[config.mk]
export PLATFORM = sky130hd
export DESIGN_NAME = timer_count_chain_flat
export DESIGN_NICKNAME = d
export VERILOG_FILES = /design/src/rtl/timer_pkg.sv /design/src/rtl/timer_count_chain_if.sv /design/src/rtl/wrap_counter.sv /design/src/rtl/timer_count_chain.sv /design/src/flat_wrapper.sv
export SDC_FILE = /design/constraint.sdc
export NUM_CORES = 1
export LEC_CHECK = 0
export ABC_CLOCK_PERIOD_IN_PS = 3450
export CORE_ASPECT_RATIO = 1.5
export CORE_MARGIN = 5
export CORE_UTILIZATION = 51
export CTS_BUF_LIST = sky130_fd_sc_hd__clkbuf_4 sky130_fd_sc_hd__clkbuf_8 sky130_fd_sc_hd__clkbuf_16
export DETAILED_ROUTE_END_ITERATION = 8
export PLACE_DENSITY = 0.72
export SLEW_MARGIN = 20
export SYNTH_ARGS = -nofsm -noshare
export SYNTH_HDL_FRONTEND = slang
export SYNTH_SLANG_ARGS = --single-unit
export TNS_END_PERCENT = 5
[constraint.sdc]
create_clock -name i_clk -period 3.45 [get_ports i_clk]
set_clock_uncertainty 0.2 [all_clocks]
set_input_delay 0.69 -clock i_clk [delete_from_list [all_inputs] [get_ports i_clk]]
set_output_delay 0.69 -clock i_clk [all_outputs]
set_load 0.005 [all_outputs]
[src/rtl/timer_pkg.sv]
// Shared widths, field maxima and field-index enum for the countdown timer
// datapath, its control FSM and the display path.
package timer_pkg;
  localparam int TMR_MS_W  = 10;
  localparam int TMR_SEC_W = 6;
  localparam int TMR_MIN_W = 6;
  localparam int TMR_HR_W  = 5;

  localparam int TMR_MS_MAX  = 999;
  localparam int TMR_SEC_MAX = 59;
  localparam int TMR_MIN_MAX = 59;
  localparam int TMR_HR_MAX  = 23;

  typedef enum logic [1:0] {
    FIELD_MS  = 2'd0,
    FIELD_SEC = 2'd1,
    FIELD_MIN = 2'd2,
    FIELD_HR  = 2'd3
  } field_e;
endpackage

[src/rtl/timer_count_chain_if.sv]
// Strobe/count bundle between the timer control FSM (master) and the count
// chain (slave). Zero-flag signals exist only with TIMER_ZERO_FLAGS_EN.
interface timer_count_chain_if;
  import timer_pkg::*;

  logic                 i_tick_sync;
  logic                 i_ms_up;
  logic                 i_ms_down;
  logic                 i_sec_up;
  logic                 i_sec_down;
  logic                 i_min_up;
  logic                 i_min_down;
  logic                 i_hr_up;
  logic                 i_hr_down;
  logic                 o_ms_pulse;
  logic                 o_ms_borrowdown;
  logic                 o_sec_borrowdown;
  logic                 o_min_borrowdown;
  logic                 o_hr_borrowdown;
  logic [TMR_MS_W-1:0]  o_ms;
  logic [TMR_SEC_W-1:0] o_sec;
  logic [TMR_MIN_W-1:0] o_min;
  logic [TMR_HR_W-1:0]  o_hr;
`ifdef TIMER_ZERO_FLAGS_EN
  logic                 o_allzero;
  logic                 o_almost_allzero;
`endif

  modport master (
    output i_tick_sync, i_ms_up, i_ms_down, i_sec_up, i_sec_down,
           i_min_up, i_min_down, i_hr_up, i_hr_down,
    input  o_ms_pulse, o_ms_borrowdown, o_sec_borrowdown, o_min_borrowdown,
           o_hr_borrowdown, o_ms, o_sec, o_min, o_hr
`ifdef TIMER_ZERO_FLAGS_EN
    , input o_allzero, o_almost_allzero
`endif
  );

  modport slave (
    input  i_tick_sync, i_ms_up, i_ms_down, i_sec_up, i_sec_down,
           i_min_up, i_min_down, i_hr_up, i_hr_down,
    output o_ms_pulse, o_ms_borrowdown, o_sec_borrowdown, o_min_borrowdown,
           o_hr_borrowdown, o_ms, o_sec, o_min, o_hr
`ifdef TIMER_ZERO_FLAGS_EN
    , output o_allzero, o_almost_allzero
`endif
  );
endinterface

[src/rtl/wrap_counter.sv]
// One 0..MAX wrap-around field counter with up/down strobes and a
// combinational borrow that flags a decrement from zero.
module wrap_counter #(
  parameter int WIDTH = 8,
  parameter int MAX   = 255
) (
  input  logic             clk,
  input  logic             rst,
  input  logic             up,
  input  logic             down,
  output logic [WIDTH-1:0] count,
  output logic             borrow
);
  localparam logic [WIDTH-1:0] MAX_V = WIDTH'(MAX);
  localparam logic [WIDTH-1:0] ONE_V = WIDTH'(1);

  logic [WIDTH-1:0] count_nxt;

  // Coincident up and down cancel: hold and never borrow.
  always_comb begin
    count_nxt = count;
    if (up && !down)
      count_nxt = (count == MAX_V) ? '0 : count + ONE_V;
    else if (down && !up)
      count_nxt = (count == '0) ? MAX_V : count - ONE_V;
  end

  always_ff @(posedge clk or posedge rst) begin
    if (rst) count <= '0;
    else     count <= count_nxt;
  end

  assign borrow = down & ~up & (count == '0);
endmodule

[src/rtl/timer_count_chain.sv]
// Countdown-timer count registers, 1 ms prescaler and borrow outputs.
// Optional TIMER_ZERO_FLAGS_EN adds registered all-zero / almost-all-zero flags.
module timer_count_chain
  import timer_pkg::*;
#(
  parameter int CLK_PER_MS = 50000,
  parameter int MS_MAX     = TMR_MS_MAX,
  parameter int SEC_MAX    = TMR_SEC_MAX,
  parameter int MIN_MAX    = TMR_MIN_MAX,
  parameter int HR_MAX     = TMR_HR_MAX
) (
  input logic                 i_clk,
  input logic                 i_rst,
  timer_count_chain_if.slave  tmr
);
  localparam int            PS_W    = $clog2(CLK_PER_MS);
  localparam logic [PS_W-1:0] PS_LAST = PS_W'(CLK_PER_MS - 1);
  localparam logic [PS_W-1:0] PS_ONE  = PS_W'(1);

  logic [PS_W-1:0] ps_cnt;

  // Sync takes priority over a coincident wrap so the next tick is a full period away.
  always_ff @(posedge i_clk or posedge i_rst) begin
    if (i_rst) begin
      ps_cnt         <= '0;
      tmr.o_ms_pulse <= 1'b0;
    end else if (tmr.i_tick_sync) begin
      ps_cnt         <= '0;
      tmr.o_ms_pulse <= 1'b0;
    end else if (ps_cnt == PS_LAST) begin
      ps_cnt         <= '0;
      tmr.o_ms_pulse <= 1'b1;
    end else begin
      ps_cnt         <= ps_cnt + PS_ONE;
      tmr.o_ms_pulse <= 1'b0;
    end
  end

  wrap_counter #(.WIDTH(TMR_MS_W), .MAX(MS_MAX)) u_ms (
    .clk(i_clk), .rst(i_rst), .up(tmr.i_ms_up), .down(tmr.i_ms_down),
    .count(tmr.o_ms), .borrow(tmr.o_ms_borrowdown)
  );

  wrap_counter #(.WIDTH(TMR_SEC_W), .MAX(SEC_MAX)) u_sec (
    .clk(i_clk), .rst(i_rst), .up(tmr.i_sec_up), .down(tmr.i_sec_down),
    .count(tmr.o_sec), .borrow(tmr.o_sec_borrowdown)
  );

  wrap_counter #(.WIDTH(TMR_MIN_W), .MAX(MIN_MAX)) u_min (
    .clk(i_clk), .rst(i_rst), .up(tmr.i_min_up), .down(tmr.i_min_down),
    .count(tmr.o_min), .borrow(tmr.o_min_borrowdown)
  );

  wrap_counter #(.WIDTH(TMR_HR_W), .MAX(HR_MAX)) u_hr (
    .clk(i_clk), .rst(i_rst), .up(tmr.i_hr_up), .down(tmr.i_hr_down),
    .count(tmr.o_hr), .borrow(tmr.o_hr_borrowdown)
  );

`ifdef TIMER_ZERO_FLAGS_EN
  function automatic int fld_next(input int cur, input int max, input logic up,
                                  input logic down);
    if (up && !down)      return (cur == max) ? 0 : cur + 1;
    else if (down && !up) return (cur == 0) ? max : cur - 1;
    else                  return cur;
  endfunction

  logic ms_nxt_zero, ms_nxt_le1, upper_nxt_zero;

  always_comb begin
    ms_nxt_zero    = fld_next(int'(tmr.o_ms), MS_MAX, tmr.i_ms_up, tmr.i_ms_down) == 0;
    ms_nxt_le1     = fld_next(int'(tmr.o_ms), MS_MAX, tmr.i_ms_up, tmr.i_ms_down) <= 1;
    upper_nxt_zero =
      (fld_next(int'(tmr.o_sec), SEC_MAX, tmr.i_sec_up, tmr.i_sec_down) == 0) &&
      (fld_next(int'(tmr.o_min), MIN_MAX, tmr.i_min_up, tmr.i_min_down) == 0) &&
      (fld_next(int'(tmr.o_hr),  HR_MAX,  tmr.i_hr_up,  tmr.i_hr_down)  == 0);
  end

  // Flags come from next-state values so they line up with the registered counts.
  always_ff @(posedge i_clk or posedge i_rst) begin
    if (i_rst) begin
      tmr.o_allzero        <= 1'b1;
      tmr.o_almost_allzero <= 1'b1;
    end else begin
      tmr.o_allzero        <= ms_nxt_zero & upper_nxt_zero;
      tmr.o_almost_allzero <= ms_nxt_le1 & upper_nxt_zero;
    end
  end
`endif
endmodule
[src/flat_wrapper.sv]
// flat-port wrapper written by rule: the top's interface ports become plain ports
module timer_count_chain_flat import timer_pkg::*;
#(
  parameter int CLK_PER_MS = 50000,
  parameter int MS_MAX     = TMR_MS_MAX,
  parameter int SEC_MAX    = TMR_SEC_MAX,
  parameter int MIN_MAX    = TMR_MIN_MAX,
  parameter int HR_MAX     = TMR_HR_MAX
)
  (i_clk, i_rst, tmr_i_tick_sync, tmr_i_ms_up, tmr_i_ms_down, tmr_i_sec_up, tmr_i_sec_down, tmr_i_min_up, tmr_i_min_down, tmr_i_hr_up, tmr_i_hr_down, tmr_o_ms_pulse, tmr_o_ms_borrowdown, tmr_o_sec_borrowdown, tmr_o_min_borrowdown, tmr_o_hr_borrowdown, tmr_o_ms, tmr_o_sec, tmr_o_min, tmr_o_hr);
  timer_count_chain_if tmr_i ();
  input logic i_clk;
  input logic i_rst;
  input wire logic [$bits(tmr_i.i_tick_sync)-1:0] tmr_i_tick_sync;
  input wire logic [$bits(tmr_i.i_ms_up)-1:0] tmr_i_ms_up;
  input wire logic [$bits(tmr_i.i_ms_down)-1:0] tmr_i_ms_down;
  input wire logic [$bits(tmr_i.i_sec_up)-1:0] tmr_i_sec_up;
  input wire logic [$bits(tmr_i.i_sec_down)-1:0] tmr_i_sec_down;
  input wire logic [$bits(tmr_i.i_min_up)-1:0] tmr_i_min_up;
  input wire logic [$bits(tmr_i.i_min_down)-1:0] tmr_i_min_down;
  input wire logic [$bits(tmr_i.i_hr_up)-1:0] tmr_i_hr_up;
  input wire logic [$bits(tmr_i.i_hr_down)-1:0] tmr_i_hr_down;
  output wire logic [$bits(tmr_i.o_ms_pulse)-1:0] tmr_o_ms_pulse;
  output wire logic [$bits(tmr_i.o_ms_borrowdown)-1:0] tmr_o_ms_borrowdown;
  output wire logic [$bits(tmr_i.o_sec_borrowdown)-1:0] tmr_o_sec_borrowdown;
  output wire logic [$bits(tmr_i.o_min_borrowdown)-1:0] tmr_o_min_borrowdown;
  output wire logic [$bits(tmr_i.o_hr_borrowdown)-1:0] tmr_o_hr_borrowdown;
  output wire logic [$bits(tmr_i.o_ms)-1:0] tmr_o_ms;
  output wire logic [$bits(tmr_i.o_sec)-1:0] tmr_o_sec;
  output wire logic [$bits(tmr_i.o_min)-1:0] tmr_o_min;
  output wire logic [$bits(tmr_i.o_hr)-1:0] tmr_o_hr;
  assign tmr_i.i_tick_sync = tmr_i_tick_sync;
  assign tmr_i.i_ms_up = tmr_i_ms_up;
  assign tmr_i.i_ms_down = tmr_i_ms_down;
  assign tmr_i.i_sec_up = tmr_i_sec_up;
  assign tmr_i.i_sec_down = tmr_i_sec_down;
  assign tmr_i.i_min_up = tmr_i_min_up;
  assign tmr_i.i_min_down = tmr_i_min_down;
  assign tmr_i.i_hr_up = tmr_i_hr_up;
  assign tmr_i.i_hr_down = tmr_i_hr_down;
  assign tmr_o_ms_pulse = tmr_i.o_ms_pulse;
  assign tmr_o_ms_borrowdown = tmr_i.o_ms_borrowdown;
  assign tmr_o_sec_borrowdown = tmr_i.o_sec_borrowdown;
  assign tmr_o_min_borrowdown = tmr_i.o_min_borrowdown;
  assign tmr_o_hr_borrowdown = tmr_i.o_hr_borrowdown;
  assign tmr_o_ms = tmr_i.o_ms;
  assign tmr_o_sec = tmr_i.o_sec;
  assign tmr_o_min = tmr_i.o_min;
  assign tmr_o_hr = tmr_i.o_hr;
  timer_count_chain #(.CLK_PER_MS(CLK_PER_MS), .MS_MAX(MS_MAX), .SEC_MAX(SEC_MAX), .MIN_MAX(MIN_MAX), .HR_MAX(HR_MAX)) u_core (.i_clk(i_clk), .i_rst(i_rst), .tmr(tmr_i));
endmodule
==> impl_results.md, run 1 <==
* Total grt overflow at 0
* Post-route cell area at between 0.003 and 0.004 mm²
* TritonCTS Buffers at 5
* CTS tree: yes
* Ys flop type: dfrtp_1
* Post-Synthesis Cell Area at around 0.0032 mm²
* Seq/Total Area, Yosys at 34.4%
* Die Height at around 110 µm
* Avg Synthesized Cell Area at 8.62 µm²
* Layout area overhead at 19.5%
* MaxCap Viol Count at 0
* PD cells at ~660 mW/mm²
* DR vias at between 2000 and 3000
* First-pass GRT wire length at ~12 mm
* Post-synthesis cell count at 371
* Final Hold Fails at 0
* Iter 0 DRT Violations at ~140
* Total die area at approximately 0.008 mm²
* Final period utilization at a little over nine tenths
* Worst endpoint required time at 2.56 ns
* Deepest clock path buffer count at 2
* WL/cell at 14.9 µm
* Fmax at between 300 and 400 MHz
* # DRC at 0
* Core area at 0.00613 mm²
* Worst hold path type: reg -> reg
* Routed Antenna Nets at 0
* DP Cell Count at between 400 and 500
* CTS Hold Bufs at 0
* Synth Net Count at 401
* VDD IR max at 0.000483 V
* TritonRoute pass-1 iters at 4
* Final worst slack at 0.125 ns
* Root Buffer: clkbuf_8
* Pin slew with the least headroom to its limit at 0.868 ns
* Area after DPL at roughly 0.0037 mm²
* Ys Warns at 0
* # rows at 35
* Routed WL at 7.27 mm
* Ports at 43
* Total global-route track usage at 19.3%
* NumNets Final at 442
* Hpwl dp at 5.21 mm
* Final setup viols at 0
* Initial antenna violation count at 0
* Run status: finished clean
* Max Slew Vio Count at 0
* Crit path time final at 3.33 ns
* Ant diodes at 0
* Worst hold slack at 0.293 ns
* Post-synth EDFFs at 0
* Latest clock arrival within the worst-skew pair at 0.29 ns
* Async SR Flop Fraction at 100%
* Leakage power at approximately 1.6 nW
* Worst Setup Start Kind: register
* Clk sink count at 44
* Largest net degree at the start of global routing at 24
* WS Path Type: reg -> out
* GPL Wtd Cong at around 0.87
* CTS clk-pin slew, worst paths at 0.08 ns
* Cell variety after synth at 69
* Initial core utilization at roughly 52%
* Vias in the first global route at 2722
* CP Capture Type: primary output
* Layout Cells excl Fill at 487
* Vias per cell at 5.94
* Synth Register Bits at 44
* H-tree levels at 2
* Crit path DAT at between 2 and 2.5 ns
* Share of layout cells above drive strength 1 at a little under a tenth
* Worst rel slew slack at a little over two fifths
* Die width at about 75 µm
* CP max FO at 7
* Setup Slack @ Placement at 0.384 ns
* PortBufs at 42
* Total power at 2.52 mW
[cell usage after synthesis (5+ instances only)]
master / count / share of area, %
o21ai_0: 14 / 2.2
nand3_1: 19 / 3.0
inv_1: 32 / 3.8
nor4_1: 8 / 1.6
nor2b_1: 5 / 0.98
o31ai_1: 8 / 1.9
dfrtp_1: 44 / 34
clkbuf_1: 15 / 1.8
and3_1: 8 / 1.6
nand4_1: 8 / 1.6
a21oi_1: 16 / 2.5
ha_1: 19 / 7.4
xor2_1: 7 / 1.9
xnor2_1: 12 / 3.3
nor2_1: 32 / 3.8
nand2_1: 19 / 2.2
nor3_1: 9 / 1.4
[flip-flops by register name, summed over array words and instances, names as in the netlist]
| name | cells |
|---|---|
| u_core.u_min.count | 6 |
| u_core.u_sec.count | 6 |
| u_core.u_hr.count | 5 |
| u_core.tmr.o_ms_pulse | 1 |
| u_core.u_ms.count | 10 |
| u_core.ps_cnt | 16 |
[power by group]
group	internal (mW)	switching (mW)	leakage [nW]	total, mW
Combinational	0.658	0.546	0.978	1.20
Clock	0.179	0.169	0.0523	0.348
Sequential	0.664	0.305	0.560	0.968
Total	1.50	1.02	1.59	2.52
[routing by layer]
| layer | part of all wire, % | global-route usage, % |
|---|---|---|
| met4 | 1.8 | 7.63 |
| met3 | 3.9 | 3.19 |
| met5 | 0 | 0 |
| met2 | 51 | 32.6 |
| met1 | 43 | 23.9 |
[metrics by stage]
stage | utilization, % | TNS [ns]
floorplan | - | 0
global placement | 60.0 | 0
detailed placement | 60.0 | 0
CTS | 61.6 | 0
global route | 62.3 | -0.00979
finish | 62.3 | 0
[cells by family (layout without fill, tap and decap cells)]
family | count (synthesis) | count (layout) | share of synthesized area (%)
flops | 44 | 44 | 34.4
compound gates | 89 | 89 | 20.1
simple gates | 142 | 142 | 24.6
buf+inv | 53 | 95 | 6.57
fa+ha+maj | 19 | 19 | 7.43
mux | 5 | 5 | 1.60
xor+xnor | 19 | 19 | 5.20
[worst max-delay path, cell delays in order, from the launching register on]
cell	delay, ns
dfrtp_2	0.45
inv_1	0.09
ha_2	0.19
or4b_4	0.50
nor3_4	0.26
and2_1	0.16
clkdlybuf4s50_1	0.49
[path summary, 6_finish.rpt]
kind                                       from                    to  slack (ns)  cells after the start
setup / recovery           u_core.u_ms.count[1]   tmr_o_ms_borrowdown        0.12                      6
hold / removal                 u_core.ps_cnt[0]      u_core.ps_cnt[0]        0.29                      1
setup reg to reg           u_core.u_ms.count[1]  u_core.u_ms.count[6]        1.21                      6
hold reg to reg                u_core.ps_cnt[0]      u_core.ps_cnt[0]        0.29                      1
max in group asynchronous                 i_rst      u_core.ps_cnt[6]        1.75                      3
min in group asynchronous                 i_rst  u_core.u_hr.count[3]        0.58                      2
[cell type report]
| cell class | instances | area [µm²] |
|---|---|---|
| fill | 547 | 2310 |
| multi-input combinational | 274 | 1890 |
| sequential | 44 | 1100 |
| timing repair buffer | 54 | 510 |
| inverter | 33 | 124 |
| clock buffer | 8 | 97.6 |
| tap | 74 | 92.6 |
[layout by cell type, fill, tap and decap left out, drive strengths merged, types with 4 or more instances in the layout]
cell	count
nor2b	5
clkdlybuf4s50	42
and2	4
nand4	8
xnor2	12
nor2	32
nand2	19
nor4	8
nand3	20
o21ai	14
o31ai	8
ha	19
mux2i	4
inv	31
buf	12
a21oi	16
or3	4
nor3	10
or2	4
a31oi	4
xor2	7
nand2b	4
and3	8
dfrtp	44
clkbuf	8
[repair_timing]
action                                  CTS  global route
resized for setup                         0             4
setup buffers                             0             5
endpoints found under the setup margin    0             1
Power figures use the tool's default switching activity.
==> run 2: changes to the inputs <==
Settings changed: CTS_CLUSTER_DIAMETER from default to 50, GPL_TIMING_DRIVEN from default to 0.
==> run 2 against run 1 <==
Net effect: clock-buffer cell count down 3; final area up 0.85%; die area unchanged; maximum frequency down 0.49%; global-route usage down 0.46 points; sequential power down 8.1%; final cell count up 2.1%; critical path depth unchanged; sequential cell count unchanged; largest power group unchanged.
==> impl_results.md, run 2 (synthesis results as in run 1) <==
* Total power at 2.57 mW
* Worst endpoint required time at 2.56 ns
* TritonCTS Buffers at 5
* Area after DPL at 0.00373 mm²
* Setup crit end: tmr_o_ms_borrowdown
* Deepest clock path buffer count at 2
* Final Util at roughly 63%
* Max Slew Vio Count at 0
* First-pass GRT wire length at roughly 12 mm
* Pin slew with the least headroom to its limit at 0.623 ns
* Crit path DAT at roughly 2.5 ns
* Routed WL at 7.12 mm
* Root Buffer: clkbuf_8
* Registers with the most flip-flops: u_core.ps_cnt: 16 flops, u_core.u_ms.count: 10 flops
* Max FFs per register at 16
* Total global-route track usage at 18.8%
* GPL Wtd Cong at 0.889
* Routed Antenna Nets at 0
* VDD IR max at 0.000447 V
* Ant diodes at 0
* Most frequent cells in the layout: dfrtp_1 (44), clkdlybuf4s50_1 (42), nor2_1 (32)
* Die width at 74.7 µm
* Run status: finished clean
* CTS Hold Bufs at 0
* Total die area at 0.00799 mm²
* PD cells at between 600 and 700 mW/mm²
* PortBufs at 42
* Reg2Reg Setup Slack at between 1 and 1.5 ns
* Worst reg2reg path startpoint: u_core.u_ms.count[0]
* RR Endpoint: u_core.u_ms.count[6]
* Worst rel slew slack at 57.9%
* Iter 0 DRT Violations at 103
* # rows at 35
* Reg with most FFs: u_core.ps_cnt
* Vias in the first global route at 2772
* MaxCap Viol Count at 0
* Initial antenna violation count at 0
* CTS tree: yes
* Commonest non-fill, non-tap cell in the layout: dfrtp_1
* Worst hold path type: reg -> reg
* CP max FO at 7
* Initial core utilization at 52.2%
* Crit path from: u_core.u_ms.count[0]
* Total grt overflow at 0
* Fmax at 299 MHz
* Latest clock arrival within the worst-skew pair at 0.30 ns
* TritonRoute pass-1 iters at 4
* Setup TNS Final at 0 ns
* DR vias at 2989
* Clk sink count at between 40 and 50
* Largest net degree at the start of global routing at 33
* Path depth of the worst reg2reg path at 6
* Ports at 43
* Layout area overhead at 20.5%
* NumNets Final at 452
* RSZ-0062 raised after global routing: no
* Leakage power at 1.59 nW
* Die Height at 107 µm
* Share of layout cells above drive strength 1 at under 10%
* WL/cell at between 10 and 15 µm
* Final Hold Fails at 0
* Final setup viols at 0
* Post-route cell area at 0.00385 mm²
* # DRC at 0
* H-tree levels at 2
* Worst Setup Start Kind: register
* CP Capture Type: primary output
* CTS clk-pin slew, worst paths at 0.09 ns
* Final period utilization at 96.9%
* Crit path time final at 3.34 ns
* Hpwl dp at between 5 and 6 mm
* WS Path Type: reg -> out
* Worst hold slack at 0.289 ns
* Core area at 0.00613 mm²
* Vias per cell at ~6
## run 2: changes by cell type in the layout (fill, tap and decap cells not counted), sizes merged
cell      previous run  this run
clkbuf               8        20
buf                 12         7
bufinv               0         1
clkinvlp             0         1
inv                 31        32
## run 2: metrics by stage
stage          std cells  setup WS [ns]
5_1_grt              497        0.00318
3_5_place_dp         488          0.319
3_3_place_gp         487          0.330
6_report             497          0.108
4_1_cts              497         0.0342
2_1_floorplan        371          0.982
## run 2: critical path: stages (launching register included)
cell and delay (ns):
dfrtp_1 0.45, inv_1 0.12, ha_1 0.22, or4b_4 0.52, nor3_4 0.20, and2_1 0.15, clkdlybuf4s50_1 0.50
## run 2: how the worst min path moves through the flow
stage                          start          endpoint  slack (ns)  depth (start not counted)
floorplan           u_core.ps_cnt[0]  u_core.ps_cnt[0]        0.25                          1
global placement    u_core.ps_cnt[0]  u_core.ps_cnt[0]        0.27                          1
detailed placement  u_core.ps_cnt[0]  u_core.ps_cnt[0]        0.28                          1
CTS                 u_core.ps_cnt[0]  u_core.ps_cnt[0]        0.29                          1
global route        u_core.ps_cnt[0]  u_core.ps_cnt[0]        0.31                          1
finish              u_core.ps_cnt[0]  u_core.ps_cnt[0]        0.29                          1
## run 2: area by class of cell
type                            instances  area, µm²
Multi-Input combinational cell        274       1890
Fill cell                             581       2280
Clock buffer                            5       68.8
Sequential cell                        44       1100
Clock inverter                          3       42.5
Timing Repair Buffer                   44        448
Tap cell                               74       92.6
Inverter                               33        124
Buffer                                 20       86.3
## run 2: metal layers
metal	wire length [µm]	share of wire (%)	global-route usage, %
met5	0	0	0
met4	149	2.1	6.36
met3	262	3.7	2.35
met2	3780	53	32.5
met1	2920	41	23.7
## run 2: power by group
group | switching (mW) | internal [mW]
sequential | 0.227 | 0.663
combinational | 0.623 | 0.657
clock | 0.185 | 0.215
## run 2: repair_timing
action,CTS,global route
pin swaps,1,0
buffers inserted,1,0
gates resized for setup,0,1
setup endpoints to repair,1,1
==> run 3: changes to the inputs <==
Settings changed: ABC_AREA from default to 1, HOLD_SLACK_MARGIN from default to 0.08.
==> run 3 against run 2 <==
Net effect: first-iteration DRC count increased by 50%; via count increased by 6.9%; power grew 2.6%; largest power group unchanged.
==> impl_results.md, run 3 <==
* Root Buffer: clkbuf_8
* Clk sink count at 44
* VDD IR max at 0.000416 V
* Final Util at about three fifths
* DR vias at 3196
* Share of layout cells above drive strength 1 at 6.72%
* Latest clock arrival within the worst-skew pair at about 0.3 ns
* PD cells at 667 mW/mm²
* Setup Slack @ Placement at 0.594 ns
* Synth Register Bits at 44
* Worst reg2reg path startpoint: u_core.u_ms.count[0]
* Most frequent cells in the layout: nand2_1 (127), inv_1 (69), nor2_1 (59)
* Final worst slack at 0.314 ns
* Post-synth EDFFs at 0
* Total grt overflow at 0
* Vias per cell at 5.22
* Layout area overhead at 19.6%
* Setup TNS Final at 0 ns
* Worst rel slew slack at about three quarters
* Core area at 0.00640 mm²
* Die width at 75.7 µm
* WS Path Type: reg -> out
* Registers with the most flip-flops: u_core.ps_cnt: 16 flops, u_core.u_ms.count: 10 flops
* CTS Hold Bufs at 0
* Crit path time final at 3.14 ns
* Synth Net Count at 515
* Final setup viols at 0
* Worst Setup Start Kind: register
* Leakage power at 1.95 nW
* PortBufs at 42
* Max Slew Vio Count at 0
* Post-Synthesis Cell Area at 0.00330 mm²
* Reg with most FFs: u_core.ps_cnt
* Combinational group share of total power at 51.3%
* Reg power frac at 33.4%
* Sw Share at 42.9%
* Layout Cells excl Fill at 612
* Reg2Reg Setup Slack at 1.50 ns
* Post-synthesis cell count at 485
* Async SR Flop Fraction at between 90% and 100%
* Most frequent cell after synthesis: nand2_1
* Initial core utilization at 51.7%
* RSZ-0062 raised after global routing: no
* Post-CTS Resized at 0
* Total die area at around 0.0082 mm²
* Worst endpoint required time at 2.56 ns
* Pin slew with the least headroom to its limit at 0.398 ns
* Ant diodes at 0
* Final period utilization at 90.9%
* Synth area leader: dfrtp_1
* Post-CTS Setup Inserts at 0
* TritonRoute pass-1 iters at 5
* Routed Antenna Nets at 0
* Run status: finished clean
* Hold path depth at 1
* # rows at 36
* Commonest non-fill, non-tap cell in the layout: nand2_1
* First-pass GRT wire length at 13.4 mm
* Area contributors post-synth: dfrtp_1 (33%), nand2_1 (14%), inv_1 (8.0%)
* Max FFs per register at 16
* DP Cell Count at 604
* Crit path from: u_core.u_ms.count[0]
* Ys flop type: dfrtp_1
* H-tree levels at 2
* Largest net degree at the start of global routing at 35
* NumNets Final at between 500 and 600
* Clock power frac at 15.3%
* TritonCTS Buffers at 5
* Final Hold Fails at 0
* # DRC at 0
* Total global-route track usage at 20.4%
* CTS tree: yes
* Total power at ~2.6 mW
* Initial antenna violation count at 0
* Fmax at 319 MHz
* GPL Wtd Cong at 0.928
* Ports at 43
* Ys Warns at 0
* CTS clk-pin slew, worst paths at 0.08 ns
* CP max FO at 8
* Seq/Total Area, Yosys at 33.3%
* Vias in the first global route at 3121
* Cell variety after synth at 30
* # fillers at 586
* CP Capture Type: primary output
* Crit path DAT at 2.25 ns
* RR Endpoint: u_core.u_ms.count[4]
* Cell Int Power at 1.51 mW
* Hpwl dp at slightly below 6 mm
* Die Height at between 100 and 150 µm
* WL/cell at 12.4 µm
* Post-synth top area share at about a third
* Routed WL at roughly 7.6 mm
* Deepest clock path buffer count at 2
* Path depth of the worst reg2reg path at 11
* Avg Synthesized Cell Area at 6.81 µm²
* Synth cell count leaders: nand2_1 (127), inv_1 (70), nor2_1 (59)
* Setup crit end: tmr_o_ms_borrowdown
* Iter 0 DRT Violations at about 160
* Net switching power at 1.13 mW
* MaxCap Viol Count at 0
* Worst hold path type: reg -> reg
-- run 3: worst min path at each step --
stage	startpoint	to	slack, ns
final	u_core.ps_cnt[0]	u_core.ps_cnt[0]	0.27
after global placement	u_core.ps_cnt[0]	u_core.ps_cnt[0]	0.25
after CTS	u_core.ps_cnt[0]	u_core.ps_cnt[0]	0.27
after global routing	u_core.ps_cnt[0]	u_core.ps_cnt[0]	0.30
after detailed placement	u_core.ps_cnt[0]	u_core.ps_cnt[0]	0.26
after floorplan	u_core.ps_cnt[0]	u_core.ps_cnt[0]	0.23
-- run 3: power by group through the flow --
stage	Combinational (mW)	Clock, mW	Sequential, mW
3_3_place_gp	1.32	0	0.883
6_report	1.35	0.403	0.880
4_1_cts	1.36	0.418	0.879
5_1_grt	1.55	0.440	0.910
2_1_floorplan	0.871	0	0.848
3_5_place_dp	1.35	0	0.887
-- run 3: logic make-up after synthesis --
| logic type | share of synthesized area, % |
|---|---|
| compound gates | 6.93 |
| flops | 33.3 |
| buf+inv | 9.69 |
| xor+xnor | 6.36 |
| simple gates | 36.5 |
| fa+ha+maj | 7.19 |
-- run 3: worst max-delay path, stage by stage (launching register included) --
cell	delay (ns)
dfrtp_1	0.49
inv_2	0.15
ha_1	0.19
inv_1	0.04
nor2_1	0.13
nand2_1	0.12
inv_2	0.13
nand2_4	0.09
nor2_1	0.09
clkdlybuf4s50_1	0.50
-- run 3: final cells by class --
type	count	area (µm²)	share of cell area (%)
Buffer	6	31.3	0.792
Clock buffer	6	76.3	1.93
Clock inverter	2	35.0	0.887
Inverter	77	289	7.31
Multi-Input combinational cell	358	1880	47.7
Sequential cell	44	1100	27.9
Tap cell	76	95.1	2.41
Timing Repair Buffer	43	440	11.1
-- run 3: metal layers --
layer	global-route usage [%]	share of wire (%)
met1	23.1	40
met2	37.5	54
met3	2.88	3.9
met4	7.25	2.4
met5	0	0
-- run 3: metrics by stage --
| step | instance area (µm²) | hold WS (ns) |
|---|---|---|
| finish | 3950 | 0.269 |
| CTS | 3950 | 0.269 |
| detailed placement | 3840 | 0.258 |
| global route | 3950 | 0.301 |
| floorplan | 3300 | 0.233 |
| global placement | 3820 | 0.246 |
